--- config.mk ---
export PLATFORM = sky130hd
export DESIGN_NAME = ps2_rx_io
export DESIGN_NICKNAME = d
export VERILOG_FILES = /design/src/rtl/ps2_pkg.sv /design/src/rtl/ps2_fifo.sv /design/src/rtl/ps2_rx_io.sv
export SDC_FILE = /design/constraint.sdc
export NUM_CORES = 1
export LEC_CHECK = 0
export ABC_AREA = 0
export BUFFER_PORTS_ARGS = -buffer_cell sky130_fd_sc_hd__buf_4
export CORE_UTILIZATION = 45
export DETAILED_ROUTE_END_ITERATION = 6
export GPL_ROUTABILITY_DRIVEN = 1
export PLACE_DENSITY = 0.65
export SLEW_MARGIN = 30
export SYNTH_ARGS = -nofsm -noshare
export SYNTH_HDL_FRONTEND = slang
export SYNTH_HIERARCHICAL = 1
export SYNTH_SLANG_ARGS = --single-unit
--- constraint.sdc ---
create_clock -name clk -period 4.5 [get_ports clk]
set_input_delay 0.225 -clock clk [delete_from_list [all_inputs] [get_ports clk]]
set_output_delay 0.225 -clock clk [all_outputs]
set_load 0.005 [all_outputs]
--- src/rtl/ps2_pkg.sv ---
// Shared types and constants for the PS/2 keyboard receiver.
// Holds the receive FSM states, register offsets and status bit positions.
package ps2_pkg;

    typedef enum logic [1:0] {
        IDLE,
        DATA,
        PARITY,
        STOP
    } ps2_state_e;

    localparam logic [31:0] PS2_REG_DATA   = 32'h0;
    localparam logic [31:0] PS2_REG_STATUS = 32'h4;

    localparam int unsigned ST_EMPTY   = 0;
    localparam int unsigned ST_FULL    = 1;
    localparam int unsigned ST_FERR    = 2;
    localparam int unsigned ST_OVF     = 3;
    localparam int unsigned ST_CNT_LSB = 4;

endpackage

--- src/rtl/ps2_fifo.sv ---
// Scan-code FIFO: power-of-two depth, first-word fall-through read port.
// A pop in the same cycle frees a slot, so a push into a full FIFO succeeds.
module ps2_fifo #(
    parameter int unsigned DEPTH = 8
) (
    input  logic                     clk,
    input  logic                     reset,
    input  logic                     push,
    input  logic                     pop,
    input  logic [7:0]               din,
    output logic [7:0]               dout,
    output logic [$clog2(DEPTH):0]   count,
    output logic                     full,
    output logic                     empty
);

    localparam int unsigned AW = $clog2(DEPTH);

    logic [7:0]  mem [DEPTH];
    logic [AW-1:0] wr_q, wr_d;
    logic [AW-1:0] rd_q, rd_d;
    logic [AW:0]   cnt_q, cnt_d;
    logic          do_push;
    logic          do_pop;

    assign empty   = (cnt_q == '0);
    assign full    = (cnt_q == (AW+1)'(DEPTH));
    assign count   = cnt_q;
    assign dout    = mem[rd_q];
    assign do_pop  = pop & ~empty;
    assign do_push = push & (~full | do_pop);

    always_comb begin
        wr_d  = wr_q;
        rd_d  = rd_q;
        cnt_d = cnt_q;
        if (do_push) wr_d = wr_q + 1'b1;
        if (do_pop)  rd_d = rd_q + 1'b1;
        case ({do_push, do_pop})
            2'b10:   cnt_d = cnt_q + 1'b1;
            2'b01:   cnt_d = cnt_q - 1'b1;
            default: cnt_d = cnt_q;
        endcase
    end

    always_ff @(posedge clk) begin
        if (reset) begin
            wr_q  <= '0;
            rd_q  <= '0;
            cnt_q <= '0;
        end else begin
            wr_q  <= wr_d;
            rd_q  <= rd_d;
            cnt_q <= cnt_d;
        end
    end

    always_ff @(posedge clk) begin
        if (do_push) mem[wr_q] <= din;
    end

endmodule

--- src/rtl/ps2_rx_io.sv ---
// Memory-mapped PS/2 receiver: sync, frame FSM, FIFO and bus registers.
// Define PS2_RX_TIMEOUT_EN to abort stalled partial frames.
module ps2_rx_io
    import ps2_pkg::*;
#(
    parameter int unsigned FIFO_DEPTH     = 8,
    parameter int unsigned TIMEOUT_CYCLES = 100000
) (
    input  logic        clk,
    input  logic        reset,
    input  logic        rEn,
    input  logic [31:0] addr,
    output logic [31:0] dataOut,
    input  logic        ps2_clk,
    input  logic        ps2_data,
    output logic        irq
);

    localparam int unsigned AW = $clog2(FIFO_DEPTH);

    logic [2:0]  csync_q;
    logic [1:0]  dsync_q;
    logic        fall;
    logic        bit_in;
    ps2_state_e  state_q, state_d;
    logic [2:0]  bitcnt_q, bitcnt_d;
    logic [7:0]  shreg_q, shreg_d;
    logic        pok_q, pok_d;
    logic        ferr_q, ferr_d;
    logic        ovf_q, ovf_d;
    logic [31:0] dout_q, dout_d;
    logic        push_req;
    logic        ferr_set;
    logic        rd_data;
    logic        rd_stat;
    logic        pop;
    logic [7:0]  f_dout;
    logic [AW:0] f_count;
    logic        f_full;
    logic        f_empty;
    logic [31:0] status;
    logic        unused_ok;

    // Idle bus level is high, so the flops reset to 1 to avoid a fake edge.
    always_ff @(posedge clk) begin
        if (reset) begin
            csync_q <= 3'b111;
            dsync_q <= 2'b11;
        end else begin
            csync_q <= {csync_q[1:0], ps2_clk};
            dsync_q <= {dsync_q[0], ps2_data};
        end
    end

    assign fall   = csync_q[2] & ~csync_q[1];
    assign bit_in = dsync_q[1];

`ifdef PS2_RX_TIMEOUT_EN
    logic [31:0] tmo_q, tmo_d;
    logic        tmo_hit;

    assign tmo_hit = (state_q != IDLE) && !fall &&
                     (tmo_q == 32'(TIMEOUT_CYCLES));

    always_comb begin
        tmo_d = tmo_q + 32'd1;
        if (state_q == IDLE || fall || tmo_hit) tmo_d = '0;
    end

    always_ff @(posedge clk) begin
        if (reset) tmo_q <= '0;
        else       tmo_q <= tmo_d;
    end
`else
    logic tmo_hit;
    logic unused_tmo;
    assign tmo_hit    = 1'b0;
    assign unused_tmo = (TIMEOUT_CYCLES == 0);
`endif

    always_comb begin
        state_d  = state_q;
        bitcnt_d = bitcnt_q;
        shreg_d  = shreg_q;
        pok_d    = pok_q;
        push_req = 1'b0;
        ferr_set = 1'b0;
        if (tmo_hit) begin
            state_d  = IDLE;
            ferr_set = 1'b1;
        end else if (fall) begin
            unique case (state_q)
                IDLE: begin
                    if (!bit_in) begin
                        state_d  = DATA;
                        bitcnt_d = '0;
                    end
                end
                DATA: begin
                    shreg_d  = {bit_in, shreg_q[7:1]};
                    bitcnt_d = bitcnt_q + 3'd1;
                    if (bitcnt_q == 3'd7) state_d = PARITY;
                end
                PARITY: begin
                    pok_d   = ^{shreg_q, bit_in};
                    state_d = STOP;
                end
                STOP: begin
                    state_d = IDLE;
                    if (bit_in && pok_q) push_req = 1'b1;
                    else                 ferr_set = 1'b1;
                end
                default: state_d = IDLE;
            endcase
        end
    end

    assign rd_data = rEn && (addr[2] == PS2_REG_DATA[2]);
    assign rd_stat = rEn && (addr[2] == PS2_REG_STATUS[2]);
    assign pop     = rd_data && !f_empty;

    ps2_fifo #(
        .DEPTH (FIFO_DEPTH)
    ) u_fifo (
        .clk   (clk),
        .reset (reset),
        .push  (push_req),
        .pop   (pop),
        .din   (shreg_q),
        .dout  (f_dout),
        .count (f_count),
        .full  (f_full),
        .empty (f_empty)
    );

    always_comb begin
        status                      = '0;
        status[ST_EMPTY]            = f_empty;
        status[ST_FULL]             = f_full;
        status[ST_FERR]             = ferr_q;
        status[ST_OVF]              = ovf_q;
        status[ST_CNT_LSB +: 4]     = 4'(f_count);
    end

    // A new error in the clearing cycle wins over the clear.
    always_comb begin
        ferr_d = (ferr_q & ~rd_stat) | ferr_set;
        ovf_d  = (ovf_q & ~rd_stat) | (push_req & f_full & ~pop);
        dout_d = dout_q;
        if (rd_data) dout_d = f_empty ? 32'h0 : {23'b0, 1'b1, f_dout};
        if (rd_stat) dout_d = status;
    end

    always_ff @(posedge clk) begin
        if (reset) begin
            state_q  <= IDLE;
            bitcnt_q <= '0;
            shreg_q  <= '0;
            pok_q    <= 1'b0;
            ferr_q   <= 1'b0;
            ovf_q    <= 1'b0;
            dout_q   <= '0;
        end else begin
            state_q  <= state_d;
            bitcnt_q <= bitcnt_d;
            shreg_q  <= shreg_d;
            pok_q    <= pok_d;
            ferr_q   <= ferr_d;
            ovf_q    <= ovf_d;
            dout_q   <= dout_d;
        end
    end

    assign dataOut   = dout_q;
    assign irq       = ~f_empty;
    assign unused_ok = ^{addr[31:3], addr[1:0]};

endmodule

==> results.ini, run 1 <==
[clock_network]
cts_hold_buf = 0
post_cts_buffers = 0
cts.sinks = 107
ctsResizeCount = 0
cts_tree = built
cts_inserted_buffers = 9
h-tree-depth = 3
cts-root-buf = clkbuf_8
clk_latency_ns = 0.37
clockBufferDepth = 2
clk_pin_slew_ns = 0.11

[placement]
pre_cts_slack_ns = 1.22
dp.cells = 474
dp_hpwl_um = 5290
place.gp.congestion = 0.700
placed_area_um2 = 4810
io_buffers = 15

[timing]
final-hold-violation-count = 0
slew_headroom_pct = 45.9
finalMaxSlewViolations = 0
fin_skew_ns = 0.0136
fin_crit_ns = 3.38
finalCritPeriodShare_pct = 75.1
setup_viol = 0
timing.hold.ws_ns = 0.0325
worstMarginPinSlew_ns = 0.809
fmax_mhz = 296
setup_ws_ns = 1.12
fin_setup_tns_ns = 0
rsz0062_at_grt = false

[power_and_ir_drop]
pwr_density_cell_nw_per_um2 = 326
clkPwrFrac_pct = 34.4
power.internal_mw = 1.26
p_switching_uw = 369
ir_drop_mv = 0.175
p_comb_share_pct = 2.2
switching_share_pct = 22.6
p_total_mw = 1.63
power_frac_seq_pct = 63.4
total_leakage_power_nw = 1.86

[critical_path]
startpoint_type = flip-flop
slowest_delay_ns = 0.50
crit_buf_inv = 2
crit_family = simple AND/OR/NAND/NOR gates
crit_fanout = 8
cp.arrival_ns = 3.67
cp.required_ns = 4.79
critical_path_class = flip-flop to flip-flop
critPathCaptureType = flip-flop
crit_chain = or3_1 > nor2_1 > nor3_1 > buf_4 > o21ai_2 > or2_2 > inv_1 > ha_1 > a21oi_1 > nor4bb_1 > o21bai_1 > a31oi_1
cpMaxStageDelayCell = dfxtp_1

[final_layout]
area_delta_synth_final_pct = 7.11
antenna_cells = 0
utilization_pct = 50.4
fin_cells = 490
nets = 400
final_layout_size_suffix_gt1_share_pct = 17.1
stdcell_area_um2 = 4990
n_fill_cell = 849

[routing]
vias = 2564
wl_per_cell_um = 16.3
ant_nets = 0
drt_iter0_drc = 150
via_per_inst = 5.23
postRouteWirelength_um = 7960
drt_first_pass_iters = 4
drcViolationCount = 0

[die]
initial_utilization_pct = 47.1
die_area_um2 = 10800
rows = 36
die_x_um = 104
io_pins = 70
die_h_um = 104
coreArea_um2 = 9910

[synthesis]
synth-compound-area-share_pct = 5.80
synth_top_area_share_pct = 41.2
ys.flop_type = edfxtp_1
synthTopCellsByArea = edfxtp_1 41%, dfxtp_1 18%, mux4_1 5.6%
ys_types = 50
yosys.area_share.simple_pct = 9.42
netlist_instances = 335
ys_ff_latch = 107
synth_top_family_by_area = multiplexers
synth_top_area_cell = edfxtp_1
synth_xor_area_share_pct = 2.74
ys_warn_count = 6
syn-cell-area_um2 = 4660
seq_area_frac_synth_pct = 59.7
synth_mux_area_share_pct = 13.0
synthArstFlopShare_pct = 0
synth_fa_ha_area_share_pct = 3.11
synth_area_per_cell_um2 = 13.9
synth_edf_count = 64

[flow_run]
maxCapViolations = 0

[global_routing]
overflow = 0
grt_max_degree = 43
grt_pass1_vias = 2476
antenna_found_initial = 0
grt_pass1_wl_um = 12900
grtUsageTotal_pct = 15.6

[status]
status = completed

[min_path]
hp-class = primary input to flip-flop

-- cell families (layout without fill, tap and decap cells) --
logic type,count (synthesis),count (layout)
flip-flops,107,107
other,1,23
AND/OR/NAND/NOR,89,89
multiplexers,36,36
buffers and inverters,44,44
AO/OA/AOI/OAI,34,34
adder cells (fa/ha/maj),11,11
XOR/XNOR,13,13
-- final cells by class --
cell class / count / area [µm²] / area share, %
Inverter: 7 / 26.3 / 0.526
Tap cell: 133 / 166 / 3.33
Clock buffer: 10 / 128 / 2.56
Multi-Input combinational cell: 206 / 1680 / 33.6
Sequential cell: 107 / 2780 / 55.7
Timing Repair Buffer: 21 / 158 / 3.16
Clock inverter: 6 / 56.3 / 1.13
-- layout by cell type (no fill, tap or decap), types with 3 or more instances in the layout --
master    count
clkbuf_8      9
nand2b_1      5
a221oi_1      6
xor2_1        6
mux2i_1      12
inv_1         7
nand2_1       9
mux4_2        6
xnor2_1       6
ha_1         10
edfxtp_1     64
conb_1       23
buf_4        21
nand3_1       4
a21oi_1       8
nand3b_1      6
dfxtp_1      42
or2_2         6
nor2_1       37
mux2_2        8
mux4_1       10
nor3_1       12
inv_8         3
o211ai_1      5
-- Yosys cell counts, drive strengths merged, types with 5 or more instances --
library cell	count
edfxtp	64
dfxtp	43
nand2b	5
buf	29
ha	10
nor3	12
inv	7
mux2i	12
xor2	6
mux4	16
nor2	37
xnor2	6
a221oi	6
o211ai	5
nand3b	6
clkbuf	8
nand2	10
mux2	8
or2	6
a21oi	8
-- metal layers --
layer / vias up / GRT usage (%) / wire length (µm)
li1: 1229 / - / -
met5: - / 0 / 0
met4: 0 / 3.06 / 25
met2: 51 / 26.5 / 3970
met3: 2 / 4.15 / 295
met1: 1282 / 20.2 / 3670
-- power groups by stage --
stage | logic (mW) | clock network, mW | registers (mW)
final | 0.0351 | 0.561 | 1.03
after global routing | 0.0398 | 0.614 | 1.03
after global placement | 0.0347 | 0 | 1.06
after detailed placement | 0.0351 | 0 | 1.06
after CTS | 0.0351 | 0.577 | 1.03
after floorplan | 0.0364 | 0 | 1.06
-- registers in the layout (all words and copies together), names as in the netlist, 2 cells and up, named ones only --
name,count
dsync_q,2
csync_q,3
dataOut,9
u_fifo/count,4
u_fifo/mem,64
shreg_q,8
state_q,2
bitcnt_q,3
u_fifo/rd_q,3
u_fifo/wr_q,3
-- final timing paths --
path,slack [ns],to,cells past startpoint,from
setup / recovery,1.12,u_fifo/count[3],12,u_fifo/count[0]
hold / removal,0.03,csync_q[0],2,ps2_clk
setup reg to reg,1.12,u_fifo/count[3],12,u_fifo/count[0]
hold reg to reg,0.41,dsync_q[1],1,dsync_q[0]
(Power assumes the default switching activity.)
==> run 2, diff against run 1 <==
--- a/config.mk
+++ b/config.mk
@@ -10,7 +10,7 @@
 export CORE_UTILIZATION = 45
 export DETAILED_ROUTE_END_ITERATION = 6
 export GPL_ROUTABILITY_DRIVEN = 1
-export PLACE_DENSITY = 0.65
+export PLACE_DENSITY = 0.68
 export SLEW_MARGIN = 30
 export SYNTH_ARGS = -nofsm -noshare
 export SYNTH_HDL_FRONTEND = slang
==> constraint.sdc (replaced) <==
create_clock -name clk -period 3.07 [get_ports clk]
set_input_delay 0.1535 -clock clk [delete_from_list [all_inputs] [get_ports clk]]
set_output_delay 0.1535 -clock clk [all_outputs]
set_load 0.005 [all_outputs]
==> results.ini, run 2 (synthesis gave the netlist of run 1 again) <==
[final_layout]
n_fill_cell = 873  ; +2.8%
antenna_cells = 0  ; unchanged
largest_register_ff_count = 64  ; unchanged
final_cell_mix = 64 x edfxtp_1, 43 x dfxtp_1, 37 x nor2_1
regMostFlops = u_fifo/mem
area_delta_synth_final_pct = 9.02
mostFrequentLayoutCell = edfxtp_1
nets = 407  ; +1.8%
final_layout_size_suffix_gt1_share_pct = 19.0  ; +1.9 points

[power_and_ir_drop]
pwr_density_cell_nw_per_um2 = 479  ; +47%
total_leakage_power_nw = 1.90  ; +2.0%
switching_share_pct = 21.3  ; -1.4 points
power.internal_mw = 1.92  ; +52%
p_total_mw = 2.43  ; +49%
clkPwrFrac_pct = 35.5  ; +1.1 points
power_frac_seq_pct = 62.3  ; -1.1 points
p_switching_uw = 517  ; +40%
ir_drop_mv = 0.248  ; +42%
p_comb_share_pct = 2.2  ; about the same

[critical_path]
cp.required_ns = 3.38  ; -1.41 ns
cpMaxStageDelayCell = or3_1
critical_path_class = flip-flop to flip-flop
slowest_delay_ns = 0.40  ; -0.10 ns
critPathCaptureType = flip-flop
crit_fanout = 5  ; -3
critPathLaunch = u_fifo/count[1]
r2r-start = u_fifo/count[1]
crit_chain = or3_1 > nor2_1 > nor3_1 > o21ai_2 > or2_2 > inv_1 > ha_1 > a21oi_1 > nor4bb_1 > o21bai_1 > a31oi_1
startpoint_type = flip-flop
cp.arrival_ns = 3.14  ; -0.53 ns

[clock_network]
clk_pin_slew_ns = 0.10  ; about the same
cts_inserted_buffers = 9  ; unchanged
cts-root-buf = clkbuf_8
h-tree-depth = 3  ; unchanged
clockBufferDepth = 2  ; unchanged
cts_tree = built
clk_latency_ns = 0.38  ; about the same
post_cts_buffers = 0  ; unchanged
cts.sinks = 107  ; unchanged

[flow_run]
maxCapViolations = 0  ; unchanged

[timing]
timing.hold.ws_ns = 0.0602  ; +0.0278 ns
final-hold-violation-count = 0  ; unchanged
worstMarginPinSlew_ns = 0.876  ; +0.0678 ns
slew_headroom_pct = 41.4  ; -4.5 points
setup_viol = 0  ; unchanged
rsz0062_at_grt = false
fin_setup_tns_ns = 0  ; unchanged
fmax_mhz = 354  ; +20%
finalMaxSlewViolations = 0  ; unchanged
finalCritPeriodShare_pct = 92.0  ; +17 points
fin_crit_ns = 2.82  ; -0.555 ns
setup_ws_ns = 0.245  ; -0.875 ns
fin_skew_ns = 0.00840  ; -0.00520 ns

[die]
die_h_um = 104  ; unchanged
coreArea_um2 = 9910  ; unchanged
initial_utilization_pct = 47.1  ; unchanged
die_area_um2 = 10800  ; unchanged
die_x_um = 104  ; unchanged
rows = 36  ; unchanged
io_pins = 70  ; unchanged

[routing]
drcViolationCount = 0  ; unchanged
postRouteWirelength_um = 8280  ; +4.0%
via_per_inst = 5.21  ; -0.45%
drt_iter0_drc = 115  ; -23%
wl_per_cell_um = 16.7  ; +2.6%
vias = 2589  ; +0.98%
drt_first_pass_iters = 6  ; +2
ant_nets = 0  ; unchanged

[min_path]
hp-class = primary input to flip-flop
worstHoldStart = rEn

[global_routing]
grtUsageTotal_pct = 16.1  ; +0.51 points
grt_pass1_wl_um = 12800  ; -0.75%
overflow = 0  ; unchanged
grt_max_degree = 43  ; unchanged
grt_pass1_vias = 2463  ; -0.53%
antenna_found_initial = 0  ; unchanged

[placement]
place.gp.congestion = 0.729  ; +4.2%
pre_cts_slack_ns = 0.321  ; -0.896 ns
io_buffers = 15  ; unchanged
dp_hpwl_um = 5610  ; +6.1%

[status]
status = completed

## run 2: changes by cell type in the layout (fill, tap and decap cells not counted), sizes merged
| cell | change |
|---|---|
| bufinv | +1 |
| dlygate4sd3 | +2 |
| clkinvlp | +1 |
| buf | +5 |
| clkinv | +3 |
| inv | -4 |
| clkbuf | -1 |
## run 2: per-stage QoR
| stage | cells | utilization, % | instance area, µm² |
|---|---|---|---|
| after floorplan | 357 | - | 4750 |
| after global placement | 479 | 48.9 | 4850 |
| after detailed placement | 479 | 49.1 | 4860 |
| after CTS | 497 | 51.3 | 5080 |
| after global routing | 497 | 51.3 | 5080 |
| final | 497 | 51.3 | 5080 |
## run 2: metal layers
layer	global-route usage (%)	vias up	wire length [µm]
met5	0	-	0
met4	6.73	0	115
met3	3.96	10	278
met2	27.3	42	4250
met1	19.6	1292	3640
li1	-	1245	-
## run 2: worst paths after layout
path                           to  slack, ns  depth (start not counted)
setup reg to reg  u_fifo/count[3]       0.25                         11
setup / recovery  u_fifo/count[3]       0.25                         11
hold reg to reg        dsync_q[1]       0.42                          1
hold / removal         dataOut[6]       0.06                          2
## run 2: critical path: cells and delay by family (launching register included)
kind	cells	cell delay, ns
buffers and inverters	1	0.06
AND/OR/NAND/NOR	5	1.37
flip-flops	1	0.32
AO/OA/AOI/OAI	4	0.70
adder cells (fa/ha/maj)	1	0.32
## run 2: power by group through the flow
stage / logic [mW] / clock network (mW) / registers [mW]
floorplan: 0.0534 / 0 / 1.55
global placement: 0.0513 / 0 / 1.55
detailed placement: 0.0522 / 0 / 1.55
CTS: 0.0545 / 0.889 / 1.52
global route: 0.0608 / 0.933 / 1.52
finish: 0.0544 / 0.862 / 1.52
## run 2: cell type report
cell class                 count  area [µm²]  area share (%)
sequential                   107        2780            54.7
multi-input combinational    206        1690            33.3
timing repair buffer          28         215            4.23
tap                          133         166            3.27
clock buffer                   9         124            2.44
clock inverter                 7        77.6            1.53
inverter                       7        26.3           0.517
## run 2: repair_timing
action / in CTS / in global routing
endpoints found under the hold margin: 2 / 0
hold buffers: 2 / 0
resized for setup: 0 / 0
